===== config.mk =====
export PLATFORM = sky130hd
export DESIGN_NAME = parking_gate_scheduler
export DESIGN_NICKNAME = d
export VERILOG_FILES = /design/src/rtl/parking_gate_scheduler.sv
export SDC_FILE = /design/constraint.sdc
export NUM_CORES = 1
export LEC_CHECK = 0
export CAP_MARGIN = 20
export CORE_ASPECT_RATIO = 1.2
export CORE_UTILIZATION = 49
export DETAILED_ROUTE_END_ITERATION = 16
export MAX_ROUTING_LAYER = met4
export PLACE_DENSITY = 0.77
export SLEW_MARGIN = 20
export SYNTH_ARGS = -nofsm -noshare
export SYNTH_HDL_FRONTEND = slang
export SYNTH_SLANG_ARGS = --single-unit

===== constraint.sdc =====
create_clock -name clk -period 2.34 [get_ports clk]
set_input_delay 0.351 -clock clk [delete_from_list [all_inputs] [get_ports clk]]
set_output_delay 0.351 -clock clk [all_outputs]
set_load 0.05 [all_outputs]

===== src/rtl/parking_gate_scheduler.sv =====
// Parking barrier scheduler: arbitrates the entry and exit lanes onto a single
// barrier, sequences the barrier motor against its limit switches, counts
// vehicles that actually pass, and latches a fault when the motor stalls.
module parking_gate_scheduler #(
   parameter int unsigned CAPACITY      = 16,  // maximum vehicles inside (1..255)
   parameter int unsigned MOTOR_TIMEOUT = 32,  // cycles allowed to reach a limit switch
   parameter int unsigned PASS_TIMEOUT  = 64   // cycles allowed in HOLD without a vehicle
) (
   input  logic       clk,
   input  logic       rst,
   input  logic       entry_req,
   input  logic       exit_req,
   input  logic       pass_sensor,
   input  logic       up_lim,
   input  logic       down_lim,
   output logic       motor_up,
   output logic       motor_down,
   output logic       entry_grant,
   output logic       exit_grant,
   output logic [7:0] occupancy,
   output logic       full,
   output logic       fault
);

   typedef enum logic [2:0] {
      ST_IDLE,
      ST_RAISE,
      ST_HOLD,
      ST_LOWER,
      ST_FAULT
   } state_t;

   typedef enum logic {
      LANE_ENTRY = 1'b0,
      LANE_EXIT  = 1'b1
   } lane_t;

   // One shared timer serves both motor supervision and the pass timeout.
   localparam int unsigned TIMER_MAX   = (MOTOR_TIMEOUT > PASS_TIMEOUT) ? MOTOR_TIMEOUT : PASS_TIMEOUT;
   localparam int          TW          = $clog2(TIMER_MAX + 1);
   localparam logic [TW-1:0] MOTOR_LIMIT = TW'(MOTOR_TIMEOUT);
   localparam logic [TW-1:0] PASS_LIMIT  = TW'(PASS_TIMEOUT - 1);
   localparam logic [TW-1:0] TIMER_ONE   = TW'(1);
   localparam logic [7:0]    CAP         = 8'(CAPACITY);

   state_t        state;
   lane_t         lane;        // lane currently being served
   lane_t         last_lane;   // lane served most recently, for round-robin
   logic [TW-1:0] timer;
   logic          seen;        // a vehicle has been under the barrier this service
   logic          committed;   // this service has already been counted

   logic          entry_ok;
   logic          exit_ok;
   logic          req_any;
   lane_t         pick_lane;
   logic [7:0]    occ_up;
   logic [7:0]    occ_down;
   logic [7:0]    occ_commit;

   // Request eligibility, round-robin pick and saturating occupancy candidates.
   always_comb begin
      // NOTE: every always_comb output gets a value on every path (here via
      // straight-line assignments) so no latch can be inferred.
      entry_ok = entry_req && !full;
      exit_ok  = exit_req;
      req_any  = entry_ok || exit_ok;
      if (entry_ok && exit_ok) begin
         pick_lane = (last_lane == LANE_EXIT) ? LANE_ENTRY : LANE_EXIT;
      end else if (exit_ok) begin
         pick_lane = LANE_EXIT;
      end else begin
         pick_lane = LANE_ENTRY;
      end
      occ_up     = (occupancy >= CAP) ? CAP : occupancy + 8'd1;
      occ_down   = (occupancy == 8'd0) ? 8'd0 : occupancy - 8'd1;
      occ_commit = (lane == LANE_ENTRY) ? occ_up : occ_down;
   end

   // Barrier FSM with all outputs registered alongside the state.
   always_ff @(posedge clk) begin
      // NOTE: sequential state uses non-blocking assignments only, so every
      // register samples pre-edge values regardless of statement order.
      if (rst) begin
         state       <= ST_IDLE;
         lane        <= LANE_ENTRY;
         last_lane   <= LANE_ENTRY;
         timer       <= '0;
         seen        <= 1'b0;
         committed   <= 1'b0;
         occupancy   <= 8'd0;
         full        <= 1'b0;
         fault       <= 1'b0;
         motor_up    <= 1'b0;
         motor_down  <= 1'b0;
         entry_grant <= 1'b0;
         exit_grant  <= 1'b0;
      end else begin
         // Grants are single-cycle pulses and motors run only when a state
         // body explicitly re-asserts them.
         entry_grant <= 1'b0;
         exit_grant  <= 1'b0;
         motor_up    <= 1'b0;
         motor_down  <= 1'b0;

         case (state)
            ST_IDLE: begin
               timer <= '0;
               if (req_any) begin
                  lane        <= pick_lane;
                  last_lane   <= pick_lane;
                  entry_grant <= (pick_lane == LANE_ENTRY);
                  exit_grant  <= (pick_lane == LANE_EXIT);
                  seen        <= 1'b0;
                  committed   <= 1'b0;
                  state       <= ST_RAISE;
               end
            end

            ST_RAISE: begin
               if (up_lim) begin
                  timer <= '0;
                  state <= ST_HOLD;
               end else if (timer == MOTOR_LIMIT) begin
                  fault <= 1'b1;
                  state <= ST_FAULT;
               end else begin
                  motor_up <= 1'b1;
                  timer    <= timer + TIMER_ONE;
               end
            end

            ST_HOLD: begin
               if (pass_sensor) begin
                  // Timer is frozen while a vehicle is under the barrier.
                  seen <= 1'b1;
               end else if (seen) begin
                  // Sensor has dropped after a vehicle: count it once only,
                  // even if a safety reversal brought us back here.
                  if (!committed) begin
                     occupancy <= occ_commit;
                     full      <= (occ_commit == CAP);
                     committed <= 1'b1;
                  end
                  timer <= '0;
                  state <= ST_LOWER;
               end else if (timer == PASS_LIMIT) begin
                  // Abandoned service: lower without touching occupancy.
                  timer <= '0;
                  state <= ST_LOWER;
               end else begin
                  timer <= timer + TIMER_ONE;
               end
            end

            ST_LOWER: begin
               if (pass_sensor) begin
                  // Safety reversal: never lower onto a vehicle.
                  timer <= '0;
                  state <= ST_RAISE;
               end else if (down_lim) begin
                  timer <= '0;
                  state <= ST_IDLE;
               end else if (timer == MOTOR_LIMIT) begin
                  fault <= 1'b1;
                  state <= ST_FAULT;
               end else begin
                  motor_down <= 1'b1;
                  timer      <= timer + TIMER_ONE;
               end
            end

            ST_FAULT: begin
               fault <= 1'b1;
            end

            default: begin
               state <= ST_IDLE;
            end
         endcase
      end
   end

endmodule


==> results.cfg, run 1 <==
[grt]
grt_max_degree = 20
grtUsageMet3_pct = 3.05
grt_usage_pct = 25.1
top_usage_layer = met2
antenna_found_initial = 0
global_route.usage.met2_pct = 43.9
grt_overflow = 0
gr-usage-met1_pct = 26.7
grt_pass1_vias = 1424
grt_pass1_wl_mm = 6.28

[floorplan]
fp.dieW_um = 54.2
core.rowCount = 22
core_area_um2 = 3080
dieArea_um2 = 3500
ios = 21
initial_core_util_pct = 51.9
die_h_um = 64.6

[worst_setup_path]
worstReg2RegStart = occupancy[7]$_SDFFE_PP0P_
reg2reg_depth = 5
cp-end-kind = flip-flop
cp_slowest_stage_delay_ns = 0.55
cp_slowest_cell = or4_4
critical_path.startpoint_type = flip-flop
critical_path.cell_chain = or4_4, and4b_1, or4_4, or4_4, o31ai_2
cp_max_fo = 4
cp_data_arrival_time_ns = 2.58
crit_type = flip-flop to flip-flop
reg2reg_to = full$_SDFFE_PP0P_
crit_path_frequent_cell = or4_4
startpoint = occupancy[7]$_SDFFE_PP0P_
critical_path_required_ns = 2.61
rrSetupSlack_ns = 0.03

[status]
status = finished clean

[cts]
clock-sinks = 27
clock_latency_ns = 0.33
cts_buffers = 3
htreeDepth = 1
cts_hold_buf = 0
path_clk_slew_ns = 0.15
cts_tree = yes
clk_path_buf_depth = 2
ctsRootBufferMaster = clkbuf_4

[pwr]
comb_power_share_pct = 17.4
peakVddDrop_uv = 393
p_seq_share_pct = 57.9
p_int_uw = 591
powerDensity_nw_per_um2 = 424
p_sw_share_pct = 29.0
p_switching_uw = 241
clockPowerShare_pct = 24.7
leakagePower_nw = 0.688

[route]
drc = 0
vias_per_cell = 6.27
drt_wl_total_mm = 4.03
dr.first_iter.drc_count = 73
ant_nets = 0
avgRoutedWirePerCell_um = 15.0
dr.pass1.iters = 4
routed-via-count = 1686

[timing]
finClkSkew_ns = 0.00803
worstMarginPinSlew_ns = 0.522
hold_violations = 0
min_period_ns = 2.31
relSlewSlack_pct = 64.7
finalCritPeriodShare_pct = 98.6
setup_viol = 0
finalMaxSlewViolations = 0
setup-tns-final_ns = 0
fmax_ghz = 0.434

[logic_synthesis]
synth_fa_ha_area_share_pct = 3.13
synth_xor_area_share_pct = 0.548
synth_mux_area_share_pct = 1.25
ys_async_sr_fraction_pct = 0
synth_area_leaders = dfxtp_1, a21oi_1, nand2_1
synth.largest_area_cell = dfxtp_1
synth_edf_count = 0
yosys_warnings = 0
yosys.area_share.simple_pct = 35.5
ys_seq_area_share_pct = 33.8
synth_nets = 217
synth_cell_types = 47
yosys-top-cells-count = dfxtp_1, nand2_1, a21oi_1, nor2_1, o21ai_0
ys_ff_latch = 27
synth_area_um2 = 1600
synth_cells = 206
synth_top_flop_cell = dfxtp_1
synth_top_area_share_pct = 33.8
synth_top_family_by_area = simple AND/OR/NAND/NOR gates
synth_compound_area_share_pct = 20.3
yosysMostFrequentCell = dfxtp_1
syn_area_per_cell_um2 = 7.76

[worst_hold_path]
min_to = fault$_SDFFE_PP0P_
min_from = fault$_SDFFE_PP0P_
whs_path_depth = 2
holdCritPathClass = flip-flop to flip-flop

[job]
cap_viol_max_count = 0

[placed_design]
routabilityCongestion = 0.884
place.port_buffers = 20
hpwl_mm = 3.00
dp.cells = 264

[finish]
antenna_cells = 0
area_growth_pct = 22.8
fillCellCount = 270
final_cells = 269
final_layout_size_suffix_gt1_share_pct = 14.6
fin_nets = 245
-- cells in the final DEF (no fill, tap or decap), drive strengths merged, types with 5 or more instances in the layout --
cell type	netlist	routed
nor4	8	8
nor3	6	6
nand3	7	7
nand2	25	25
a21oi	19	19
clkdlybuf4s50	0	20
inv	7	7
o21ai	12	12
nor3b	5	5
buf	1	16
nand3b	7	7
nor2	19	19
dfxtp	27	27
-- registers in the layout, indices dropped and copies added (netlist names) --
| register | flops |
|---|---|
| committed | 1 |
| motor_up | 1 |
| occupancy | 8 |
| fault | 1 |
| seen | 1 |
| full | 1 |
| motor_down | 1 |
| entry_grant | 1 |
| exit_grant | 1 |
| last_lane | 1 |
| timer | 7 |
| state | 3 |
-- cell families after synthesis --
| logic type | count (synthesis) |
|---|---|
| buffers and inverters | 20 |
| multiplexers | 2 |
| XOR/XNOR | 1 |
| AO/OA/AOI/OAI | 51 |
| adder cells (fa/ha/maj) | 4 |
| flip-flops | 27 |
| AND/OR/NAND/NOR | 101 |
-- layer usage --
metal	wire, um	up-vias	part of all wire (%)
li1	-	816	-
met3	172	14	4.3
met1	1650	796	41
met5	0	-	0
met4	119	0	2.9
met2	2090	60	52
-- power groups by stage --
| stage | registers (mW) | clock network, mW | logic [mW] |
|---|---|---|---|
| floorplan | 0.499 | 0 | 0.0844 |
| global placement | 0.492 | 0 | 0.136 |
| detailed placement | 0.493 | 0 | 0.142 |
| CTS | 0.483 | 0.214 | 0.142 |
| global route | 0.484 | 0.232 | 0.156 |
| finish | 0.482 | 0.206 | 0.145 |
-- area by class of cell --
cell class | instances | area (um^2) | share of cell area, %
well taps | 36 | 45.0 | 2.29
clock inverters | 1 | 5.00 | 0.255
clock buffers | 3 | 22.5 | 1.15
flip-flops and latches | 27 | 554 | 28.2
inverters | 7 | 26.3 | 1.34
repair buffers | 36 | 320 | 16.3
multi-input cells | 159 | 991 | 50.4
-- worst max-delay path: cells and delay by family (launching register included) --
kind	cells	cell delay, ns
simple gates	4	1.71
flops	1	0.37
compound gates	1	0.17
-- worst max path at each step --
stage	end	slack, ns	depth (start not counted)
after floorplan	full$_SDFFE_PP0P_	-0.09	6
after global placement	full$_SDFFE_PP0P_	0.07	5
after detailed placement	full$_SDFFE_PP0P_	0.04	5
after CTS	full$_SDFFE_PP0P_	0.01	5
after global routing	full$_SDFFE_PP0P_	-0.01	5
final	full$_SDFFE_PP0P_	0.03	5
-- per-stage QoR --
step	util (%)	total power, mW	hold WS [ns]	area [um^2]	setup slack, ns
after global placement	62.0	0.628	0.435	1910	0.0683
final	63.7	0.833	0.458	1960	0.0334
after global routing	63.7	0.872	0.516	1960	-0.0124
after detailed placement	62.0	0.634	0.442	1910	0.0390
after CTS	62.9	0.838	0.461	1940	0.0103
after floorplan	-	0.583	0.428	1620	-0.0887
-- timing repair --
item	in CTS	in global routing
buffers inserted	0	1
resized for setup	0	5
endpoints found under the setup margin	0	7
Power figures use the tool's default switching activity.
==> run 2, diff against run 1 <==
--- a/config.mk
+++ b/config.mk
@@ -5,6 +5,7 @@
 export SDC_FILE = /design/constraint.sdc
 export NUM_CORES = 1
 export LEC_CHECK = 0
+export ABC_AREA = 1
 export CAP_MARGIN = 20
 export CORE_ASPECT_RATIO = 1.2
 export CORE_UTILIZATION = 49
==> run 2 against run 1 <==
Against the previous run:
- register-to-register slack better by 0.55 ns
- total power grew 0.18%
- via count down 10%
- worst setup slack improved by 0.25 ns
- count of clock-buffer cells in the layout is 1 higher
- non-clock buffer count fell by 15
- core utilization decreased by 4.4 points
- clock power down 5%
- sequential share of layout area is 1.6 points higher
- critical path depth down 4
- critical endpoint is now occupancy[2]
- wire length decreased by 18%
- highest routed layer unchanged
- first-iteration DRC count decreased by 59%
==> results.cfg, run 2 <==
[worst_setup_path]
critical_path.cell_chain = clkdlybuf4s50_1
crit_type = flip-flop to output pin
rrSetupSlack_ns = 0.58
critical_path_buf_inv_count = 1
critical_path.startpoint_type = flip-flop
reg2reg_depth = 12
reg2reg_to = full$_SDFFE_PP0P_
cp-end-kind = output pin
cp_slowest_cell = clkdlybuf4s50_1
cp_data_arrival_time_ns = 1.70
cp_max_fo = 8
critical_path.top_delay_family = buffers and inverters
cp_slowest_stage_delay_ns = 0.87
worstReg2RegStart = occupancy[0]$_SDFFE_PP0P_
critical_path_required_ns = 1.99
startpoint = occupancy[2]$_SDFFE_PP0P_

[timing]
setup_viol = 0
relSlewSlack_pct = 66.9
finalCritPeriodShare_pct = 87.8
rsz0062_at_grt = no
worstMarginPinSlew_ns = 0.495
finClkSkew_ns = 0.00621
hold_violations = 0
fmax_ghz = 0.487
min_period_ns = 2.05
finalMaxSlewViolations = 0
setup-tns-final_ns = 0

[placed_design]
placed_area_um2 = 1790
dp.cells = 296
hpwl_mm = 2.60
routabilityCongestion = 0.827
place.port_buffers = 20

[route]
dr.pass1.iters = 4
ant_nets = 0
vias_per_cell = 5.04
drc = 0
routed-via-count = 1512
avgRoutedWirePerCell_um = 11.0
dr.first_iter.drc_count = 30
drt_wl_total_mm = 3.29

[pwr]
clockPowerShare_pct = 23.4
p_switching_uw = 239
power.total_uw = 834
powerDensity_nw_per_um2 = 460
p_seq_share_pct = 59.0
leakagePower_nw = 0.830
p_int_uw = 595
p_sw_share_pct = 28.7
comb_power_share_pct = 17.6
peakVddDrop_uv = 324

[logic_synthesis]
synth_area_leaders = dfxtp_1, nand2_1, a21oi_1
synth_cells = 243
yosys-top-cells-count = nand2_1, inv_1, nor2_1
synth_area_um2 = 1570
synth_cell_types = 23
ys_async_sr_fraction_pct = 0
syn_area_per_cell_um2 = 6.45
yosysMostFrequentCell = nand2_1
synth_top_area_share_pct = 34.5
synth_top_flop_cell = dfxtp_1
synth.largest_area_cell = dfxtp_1
synth_nets = 254
ys_seq_area_share_pct = 34.5
synth_edf_count = 0
ys_ff_latch = 27
yosys_warnings = 0

[finish]
reg_top3 = occupancy: 8 flops, timer: 7 flops, state: 3 flops
final_cell_mix = nand2_1, inv_1, nor2_1
largest_reg_flops = 8
layout_commonest_cell = nand2_1
final_cells = 300
final_layout_size_suffix_gt1_share_pct = 6.82
area_growth_pct = 15.7
final_util_pct = 59.3
antenna_cells = 0
regMostFlops = occupancy
final_area_um2 = 1810
fin_nets = 276

[grt]
grt_usage_pct = 22.0
antenna_found_initial = 0
grt_max_degree = 15
global_route.usage.met2_pct = 41.1
top_usage_layer = met2
grt_pass1_wl_mm = 5.55
gr-usage-met1_pct = 22.8
grt_overflow = 0
grtUsageMet3_pct = 2.38
grt_pass1_vias = 1399

[cts]
cts_buffers = 3
htreeDepth = 1
path_clk_slew_ns = 0.13
clock_latency_ns = 0.32
cts_tree = yes
ctsRootBufferMaster = clkbuf_4
post_cts_buffers = 0
clock-sinks = 27
cts_resized = 0
cts_hold_buf = 0
clk_path_buf_depth = 2

[worst_hold_path]
holdCritPathClass = flip-flop to flip-flop
min_from = timer[6]$_SDFFE_PP0P_
whs_path_depth = 2
min_to = timer[6]$_SDFFE_PP0P_

[floorplan]
core_area_um2 = 3060
core.rowCount = 22
initial_core_util_pct = 51.3
ios = 21
fp.dieW_um = 53.6
die_h_um = 63.9
dieArea_um2 = 3430

[status]
status = finished clean

[job]
cap_viol_max_count = 0
-- run 2: layer usage --
metal | vias up | share of wire (%) | routed length [um]
met5 | - | 0 | 0
met4 | 0 | 1.4 | 45
met3 | 5 | 2.4 | 79
met2 | 24 | 53 | 1740
met1 | 665 | 43 | 1430
li1 | 818 | - | -
-- run 2: worst max-delay path by stage --
| stage | endpoint | slack, ns | depth (start not counted) |
|---|---|---|---|
| final | occupancy[2] | 0.29 | 1 |
| after global routing | occupancy[2] | 0.19 | 1 |
| after CTS | occupancy[2] | 0.27 | 1 |
| after detailed placement | occupancy[2]$_SDFFE_PP0P_ | 0.51 | 5 |
| after global placement | occupancy[2]$_SDFFE_PP0P_ | 0.52 | 5 |
| after floorplan | full$_SDFFE_PP0P_ | 0.35 | 10 |
-- run 2: final cells by class --
cell class,count,area [um^2]
Clock buffer,4,26.3
Sequential cell,27,541
Tap cell,36,45.0
Multi-Input combinational cell,175,853
Timing Repair Buffer,21,208
Fill cell,301,1240
Inverter,37,139
-- run 2: cells by family (layout without fill, tap and decap cells) --
| family | Yosys count | count (layout) | share of synthesized area (%) |
|---|---|---|---|
| fa+ha+maj | 4 | 4 | 3.20 |
| compound gates | 44 | 44 | 14.3 |
| xor+xnor | 3 | 3 | 1.68 |
| flops | 27 | 27 | 34.5 |
| simple gates | 124 | 124 | 35.3 |
| buf+inv | 41 | 62 | 11.0 |
-- run 2: power groups by stage --
stage | Sequential (mW) | Clock, mW | Combinational, mW
2_1_floorplan | 0.514 | 0 | 0.0909
3_3_place_gp | 0.502 | 0 | 0.146
3_5_place_dp | 0.502 | 0 | 0.148
4_1_cts | 0.492 | 0.205 | 0.148
5_1_grt | 0.494 | 0.223 | 0.165
6_report | 0.492 | 0.195 | 0.147
-- run 2: metrics by stage --
step / hold slack [ns] / setup WS [ns]
floorplan: 0.458 / 0.353
CTS: 0.506 / 0.269
global placement: 0.476 / 0.519
global route: 0.525 / 0.189
finish: 0.503 / 0.285
detailed placement: 0.486 / 0.509
==> run 3, diff against run 2 <==
--- a/config.mk
+++ b/config.mk
@@ -10,6 +10,7 @@
 export CORE_ASPECT_RATIO = 1.2
 export CORE_UTILIZATION = 49
 export DETAILED_ROUTE_END_ITERATION = 16
+export GPL_TIMING_DRIVEN = 0
 export MAX_ROUTING_LAYER = met4
 export PLACE_DENSITY = 0.77
 export SLEW_MARGIN = 20
==> run 3 against run 2 <==
Against the previous run:
- wire length decreased by 1.7%
- global-route usage decreased by 0.24 points
- final cell count increased by 1.0%
- design area increased by 1.4%
- sequential power about the same
- worst setup slack improved by 0.084 ns
- register-to-register slack got worse by 0.08 ns
- critical path depth unchanged
- core utilization increased by 0.86 points
- via count increased by 2.2%
- sequential share of layout area decreased by 0.43 points
- total power increased by 0.25%
==> results.cfg, run 3 (synthesis results as in run 2) <==
[status]
status = finished clean

[timing]
hold_violations = 0
finalMaxSlewViolations = 0
worstMarginPinSlew_ns = 0.494
finalWorstSetupSlack_ns = 0.370
relSlewSlack_pct = 67.0
setup-tns-final_ns = 0
finClkSkew_ns = 0.00352
min_period_ns = 1.97
fmax_ghz = 0.508
finalCritPeriodShare_pct = 84.2
setup_viol = 0
rsz0062_at_grt = no

[finish]
final_cell_mix = nand2_1, inv_1, nor2_1
area_growth_pct = 17.3
fin_nets = 279
layout_commonest_cell = nand2_1
regArea_um2 = 541
final_cells = 303
multi_input_area_um2 = 853
final_layout_size_suffix_gt1_share_pct = 7.49
regMostFlops = occupancy
largest_reg_flops = 8
antenna_cells = 0
fillCellCount = 303
final_area_um2 = 1840
reg_top3 = occupancy: 8 flops, timer: 7 flops, state: 3 flops

[worst_setup_path]
critical_path.top_delay_family = buffers and inverters
critical_path_required_ns = 1.99
critical_path.cell_chain = clkdlybuf4s50_1
cp_slowest_cell = clkdlybuf4s50_1
reg2reg_depth = 12
critical_path.startpoint_type = flip-flop
crit_type = flip-flop to output pin
critical_path_buf_inv_count = 1
cp_slowest_stage_delay_ns = 0.84
worst-path-stages = 1
cp-end-kind = output pin
cp_data_arrival_time_ns = 1.62
cp_max_fo = 7

[cts]
cts_resized = 0
cts_hold_buf = 0
clock_latency_ns = 0.31
htreeDepth = 1
cts_buffers = 3
clock-sinks = 27
cts_tree = yes
path_clk_slew_ns = 0.14
clk_path_buf_depth = 2
post_cts_buffers = 0
ctsRootBufferMaster = clkbuf_4

[grt]
grt_usage_pct = 21.8
grt_overflow = 0
grt_pass1_vias = 1429
grt_max_degree = 15
antenna_found_initial = 0
grt_pass1_wl_mm = 5.61

[route]
avgRoutedWirePerCell_um = 10.7
drt_wl_total_mm = 3.23
dr.pass1.iters = 4
routed-via-count = 1545
drc = 0
dr.first_iter.drc_count = 45
ant_nets = 0
vias_per_cell = 5.10

[floorplan]
core_area_um2 = 3060
initial_core_util_pct = 51.3
ios = 21
die_h_um = 63.9
core.rowCount = 22
fp.dieW_um = 53.6
dieArea_um2 = 3430

[worst_hold_path]
whs_path_depth = 2
holdCritPathClass = flip-flop to flip-flop

[pwr]
powerDensity_nw_per_um2 = 455
peakVddDrop_uv = 401
leakagePower_nw = 0.843

[job]
cap_viol_max_count = 0

[placed_design]
hpwl_mm = 2.61
routabilityCongestion = 0.849
post-place-ws_ns = 0.495
place.port_buffers = 20
placed_area_um2 = 1810
dp.cells = 299
run 3: worst paths after layout:
| kind | start | slack (ns) | endpoint |
|---|---|---|---|
| worst max register to register | occupancy[0]$_SDFFE_PP0P_ | 0.50 | full$_SDFFE_PP0P_ |
| worst min-delay path | fault$_SDFFE_PP0P_ | 0.50 | fault$_SDFFE_PP0P_ |
| worst min register to register | fault$_SDFFE_PP0P_ | 0.50 | fault$_SDFFE_PP0P_ |
| worst max-delay path | occupancy[3]$_SDFFE_PP0P_ | 0.37 | occupancy[3] |
run 3: per-stage QoR:
step,power [mW],hold WS [ns],utilization (%)
after global placement,0.647,0.455,59.3
after global routing,0.886,0.540,60.2
after floorplan,0.605,0.458,-
final,0.836,0.498,60.2
after CTS,0.844,0.503,60.2
after detailed placement,0.649,0.463,59.3
run 3: cell type report:
type                            count  share of cell area [%]
Inverter                           37                    7.56
Sequential cell                    27                    29.4
Multi-Input combinational cell    175                    46.4
Tap cell                           36                    2.45
Timing Repair Buffer               20                    10.9
Clock buffer                        4                    1.43
Buffer                              4                    1.84
run 3: report_power, final:
group	internal [mW]	leakage, nW	switching (mW)
logic	0.0535	0.610	0.0932
registers	0.475	0.219	0.0166
clock network	0.0666	0.0150	0.131
total	0.596	0.843	0.241
run 3: layer usage:
layer	wire (um)	GRT usage (%)
met3	62	2.86
met1	1470	23.8
met4	25	2.96
met2	1670	40.9
met5	0	-
==> edit 1 (settings of run 1) <==
Register the input `pass_sensor` before use, with the module's reset. The logic sees it one clock later. The other inputs are not delayed to match.
--- a/src/rtl/parking_gate_scheduler.sv
+++ b/src/rtl/parking_gate_scheduler.sv
@@ -42,6 +42,16 @@
    localparam logic [TW-1:0] PASS_LIMIT  = TW'(PASS_TIMEOUT - 1);
    localparam logic [TW-1:0] TIMER_ONE   = TW'(1);
    localparam logic [7:0]    CAP         = 8'(CAPACITY);
+
+   logic pass_sensor_q;
+
+   always_ff @(posedge clk) begin
+      if (rst) begin
+         pass_sensor_q <= '0;
+      end else begin
+         pass_sensor_q <= pass_sensor;
+      end
+   end
 
    state_t        state;
    lane_t         lane;        // lane currently being served
@@ -131,7 +141,7 @@
             end
 
             ST_HOLD: begin
-               if (pass_sensor) begin
+               if (pass_sensor_q) begin
                   // Timer is frozen while a vehicle is under the barrier.
                   seen <= 1'b1;
                end else if (seen) begin
@@ -154,7 +164,7 @@
             end
 
             ST_LOWER: begin
-               if (pass_sensor) begin
+               if (pass_sensor_q) begin
                   // Safety reversal: never lower onto a vehicle.
                   timer <= '0;
                   state <= ST_RAISE;
Check against the original RTL: not equivalent (Yosys sat finds a counterexample within 10 cycles, from zero or initial values and one cycle with rst high).
==> edit 1 against run 1 <==
Die area grew 1.4%. Setup slack gained 0.16 ns. Total power grew 21%. Sequential cell count grew 1. Design area shrank 4.3%. Global-route usage shrank 0.59 points. Routed wire length shrank 3.4%. Worst hold slack gained 0.0067 ns. Area after synthesis grew 1.4%. Largest cell class unchanged.
==> edit 1: results (changes against run 1) <==
| Metric | Value |
|---|---|
| Crit path to | `occupancy[2]` |
| Reg-to-reg endpoint | `occupancy[5]` |
| Worst hold path class | `reg2reg` |
| First-pass GRT wire length | `6290 microns (+0.21%)` |
| Vias in the first global route | `1419 (-0.35%)` |
| Top cells by count, synth | `28 x dfxtp_1, 21 x a21oi_1, 18 x nor2_1, 17 x nand2_1, 13 x inv_1` |
| Cell variety after synth | `53 (+13%)` |
| Setup slack at placement | `0.345 ns (+0.306 ns)` |
| Delay of the slowest critical-path stage | `0.88 ns (+0.33 ns)` |
| Initial antenna violation count | `0 (unchanged)` |
| DP Wirelength | `2930 microns (-2.4%)` |
| Clock-pin slew of the registers on the worst-case setup and hold paths | `between 0.15 and 0.2 ns` |
| FF-to-FF Start | `occupancy[0]` |
| Postcts setup bufs | `0 (unchanged)` |
| I/O Buffers | `20 (unchanged)` |
| R2R Setup Slk | `0.28 ns (+0.25 ns)` |
| WP data arrival | `1.80 ns (-0.78 ns)` |
| Peak VDD IR | `315 uV (-20%)` |
| CP max FO | `13 (+9)` |
| Share of post-route cells with drive strength above 1 | `0.0685 (-0.0774)` |
| Slowest-stage cell, CP | `clkdlybuf4s50_1` |
| First-pass iteration count of the detailed router | `4 (unchanged)` |
| Final wirelength | `3900 microns (-3.4%)` |
| CTS Buf Count | `3 (unchanged)` |
| Gr usage total | `0.245 (-0.00587)` |
| Area contributors post-synth | `dfxtp_1 35%, a21oi_1 6.5%, nor2_1 4.2%, nand2_1 3.9%, ha_1 3.1%` |
| Hold Path Depth | `2 (unchanged)` |
| CP top delay family | `buffers and inverters` |
| Area Growth Syn to Fin | `15.9%` |
| Worst R2R Path Depth | `6 (+1)` |
| Fin nets | `231 (-5.7%)` |
| Detail-routed via count per cell | `6.38 (+1.8%)` |
| 1st-iter DRT viols | `47 (-36%)` |
| Crit path from | `occupancy[2]` |
| Share of synthesized flip-flops with an asynchronous set or reset | `0 (unchanged)` |
| Post-route clock skew | `0.0190 ns (+0.0110 ns)` |
| Largest net degree at the start of global routing | `17 (-15%)` |
| Static Leak | `0.705 nW (+2.4%)` |
| CTS-repair resized insts | `0 (unchanged)` |
| Diodes inserted | `0 (unchanged)` |
| Longest Clk Path Bufs | `2 (unchanged)` |
| Sequential area share after synthesis | `0.346 (+0.00765)` |
| Worst-margin pin slew | `0.666 ns (+0.145 ns)` |
| Clock tree root buffer cell | `clkbuf_4` |
| Run status | `finished, final reports clean` |
| Syn Nets | `215 (-0.92%)` |
| Min Tclk post-route | `2.15 ns (-0.159 ns)` |
| GPL Wtd Cong | `0.865 (-2.2%)` |
[edit 1: cell count changes in the layout (fill, tap and decap cells not counted), sizes merged, moves of 5 or more]
cell,change
nand3b,-6
a211oi,+5
nand2,-8
buf,-14
inv,+6
o21ai,-5
[edit 1: how the worst min path moves through the flow]
stage | start | to
finish | fault | fault
global placement | fault | fault
floorplan | up_lim | motor_up
global route | fault | fault
CTS | fault | fault
detailed placement | fault | fault
[edit 1: final cells by class]
type	count	area, sq um
clock inverter	1	30.0
multi-input combinational	152	957
fill	274	1230
sequential	28	561
timing repair buffer	22	215
tap	36	45.0
clock buffer	3	22.5
inverter	13	48.8
[edit 1: routing by layer]
layer | part of all wire | wire length [microns] | track usage
met5 | 0 | 0 | -
met4 | 0.011 | 43 | 0.0769
met3 | 0.036 | 141 | 0.0352
met2 | 0.55 | 2130 | 0.425
met1 | 0.41 | 1580 | 0.278
[edit 1: where the power goes]
| group | internal (mW) | switching (mW) |
|---|---|---|
| logic | 0.0640 | 0.106 |
| registers | 0.492 | 0.0305 |
| clock network | 0.173 | 0.141 |
| total | 0.730 | 0.278 |
[edit 1: logic make-up (layout without fill, tap and decap cells)]
logic type | Yosys count | after routing | share of synthesized area
flops | 28 | 28 | 0.346
compound gates | 64 | 64 | 0.269
simple gates | 79 | 79 | 0.261
mux | 2 | 2 | 0.0131
buf+inv | 24 | 39 | 0.0640
xor+xnor | 3 | 3 | 0.0162
fa+ha+maj | 4 | 4 | 0.0309
[edit 1: through the flow]
| step | std cells | total power [mW] | instance area, sq um | hold WS [ns] | utilization |
|---|---|---|---|---|---|
| finish | 255 | 1.01 | 1880 | 0.465 | 0.604 |
| global route | 255 | 1.06 | 1880 | 0.509 | 0.604 |
| CTS | 255 | 1.01 | 1880 | 0.470 | 0.604 |
| detailed placement | 251 | 0.701 | 1830 | 0.450 | 0.587 |
| global placement | 251 | 0.694 | 1830 | 0.443 | 0.587 |
| floorplan | 204 | 0.655 | 1620 | 0.428 | - |
==> edit 2 (config.mk and constraints of run 1) <==
Without the edit above. The parameter `MOTOR_TIMEOUT` goes from 32 to 64.
--- a/src/rtl/parking_gate_scheduler.sv
+++ b/src/rtl/parking_gate_scheduler.sv
@@ -3,7 +3,7 @@
 // vehicles that actually pass, and latches a fault when the motor stalls.
 module parking_gate_scheduler #(
    parameter int unsigned CAPACITY      = 16,  // maximum vehicles inside (1..255)
-   parameter int unsigned MOTOR_TIMEOUT = 32,  // cycles allowed to reach a limit switch
+   parameter int unsigned MOTOR_TIMEOUT = 64,  // cycles allowed to reach a limit switch
    parameter int unsigned PASS_TIMEOUT  = 64   // cycles allowed in HOLD without a vehicle
 ) (
    input  logic       clk,
Formal check against the unedited RTL: same outputs for any inputs over 10 cycles, from zero or initial values and one cycle with rst high; that may be too few to reach the edited logic, so the function may still have changed.
==> edit 2 against run 1 <==
Sequential cell count is the same. Area after synthesis up 2.1%. Setup slack improved by 0.17 ns. Routed wire length is 10% lower. Critical path depth unchanged. Total power is 0.73% higher. Design area shrank 4.8%. Critical endpoint is now timer[0]. Largest cell class unchanged.
==> edit 2: results (changes against run 1) <==
| Metric | Value |
|---|---|
| Setup slack at placement | `0.219 ns (+0.180 ns)` |
| CP top delay family | `compound AO/OA/AOI/OAI gates` |
| Share of post-route cells with drive strength above 1 | `0.0942 (-0.0518)` |
| CTS Buf Count | `3 (unchanged)` |
| Peak VDD IR | `447 uV (+14%)` |
| CP max FO | `9 (+5)` |
| Slew headroom | `0.633 (-0.0142)` |
| Worst hold path class | `reg2reg` |
| Clock power frac | `0.239 (-0.008)` |
| Xor/xnor cell area share of the yosys netlist | `0.00536 (-0.000113)` |
| Compound-gate portion of the synthesized area | `0.240 (+0.0364)` |
| Sequential area share after synthesis | `0.331 (-0.00699)` |
| Final wirelength | `3620 microns (-10%)` |
| CTS-repair resized insts | `0 (unchanged)` |
| Run status | `finished, final reports clean` |
| First-pass GRT wire length | `6080 microns (-3.2%)` |
| Fin nets | `235 (-4.1%)` |
| Post-route clock skew | `0.0111 ns (+0.00305 ns)` |
| Final Non-Filler Cells | `259 (-3.7%)` |
| Largest net degree at the start of global routing | `17 (-15%)` |
| Vias post-DR | `1611 (-4.4%)` |
| Syn Nets | `214 (-1.4%)` |
| 1st-iter DRT viols | `82 (+12%)` |
| GPL Wtd Cong | `0.867 (-1.9%)` |
| Delay of the slowest critical-path stage | `0.50 ns (-0.05 ns)` |
| Post-synthesis mux area share | `0.00613 (-0.00639)` |
| Adder-cell share of the synthesized area | `0.0307 (-0.000648)` |
| I/O Buffers | `20 (unchanged)` |
| P_sw | `0.237 mW (-1.7%)` |
| DP Wirelength | `2690 microns (-10%)` |
| Syn Area/Cell | `8.04 sq um (+3.6%)` |
| Gr usage total | `0.233 (-0.0178)` |
| Placement Cell Area | `1840 sq um (-3.8%)` |
| Combinational cell power | `0.158 mW (+9%)` |
| Cell variety after synth | `55 (+17%)` |
| Logic pwr share | `0.189 (+0.015)` |
| Clock-pin slew of the registers on the worst-case setup and hold paths | `0.15 ns (about the same)` |
| Hold Buf Count CTS | `0 (unchanged)` |
| Slowest-stage cell, CP | `nor3b_1` |
| Area contributors post-synth | `dfxtp_1 33%, nor2_1 5.1%, a21oi_1 4.9%, o21ai_0 3.4%, clkbuf_8 3.4%` |
| Top cells by count, synth | `27 x dfxtp_1, 22 x nor2_1, 16 x a21oi_1, 14 x nand2_1` |
| Vias in the first global route | `1479 (+3.9%)` |
| Static Leak | `0.678 nW (-1.5%)` |
## edit 2: changes by cell type after synthesis, moves of 3 or more
cell      change
nor2_1        +3
nand3b_1      -5
nand2_1      -11
clkbuf_1      -5
nor4_1        -4
inv_1         +4
and3_1        +4
a21oi_1       -3
clkbuf_8      +4
## edit 2: worst paths after layout
path | cells past startpoint | endpoint | from | slack, ns
setup / recovery | 5 | timer[0] | state[2] | 0.20
hold reg to reg | 2 | fault | fault | 0.46
hold / removal | 2 | fault | fault | 0.46
setup reg to reg | 5 | timer[0] | state[2] | 0.20
## edit 2: layout make-up
class                   count  area, sq um
clock buffers               3         22.5
clock inverters             1         7.51
fillers                   280         1240
inverters                  11         41.3
multi-input cells         151          937
flip-flops and latches     27          541
well taps                  36         45.0
repair buffers             30          275
## edit 2: routing by layer
metal / routed length [microns] / up-vias / global-route usage
met3: 147 / 8 / 0.0301
li1: - / 799 / -
met1: 1580 / 752 / 0.268
met5: 0 / - / -
met4: 65 / 0 / 0.106
met2: 1820 / 52 / 0.387
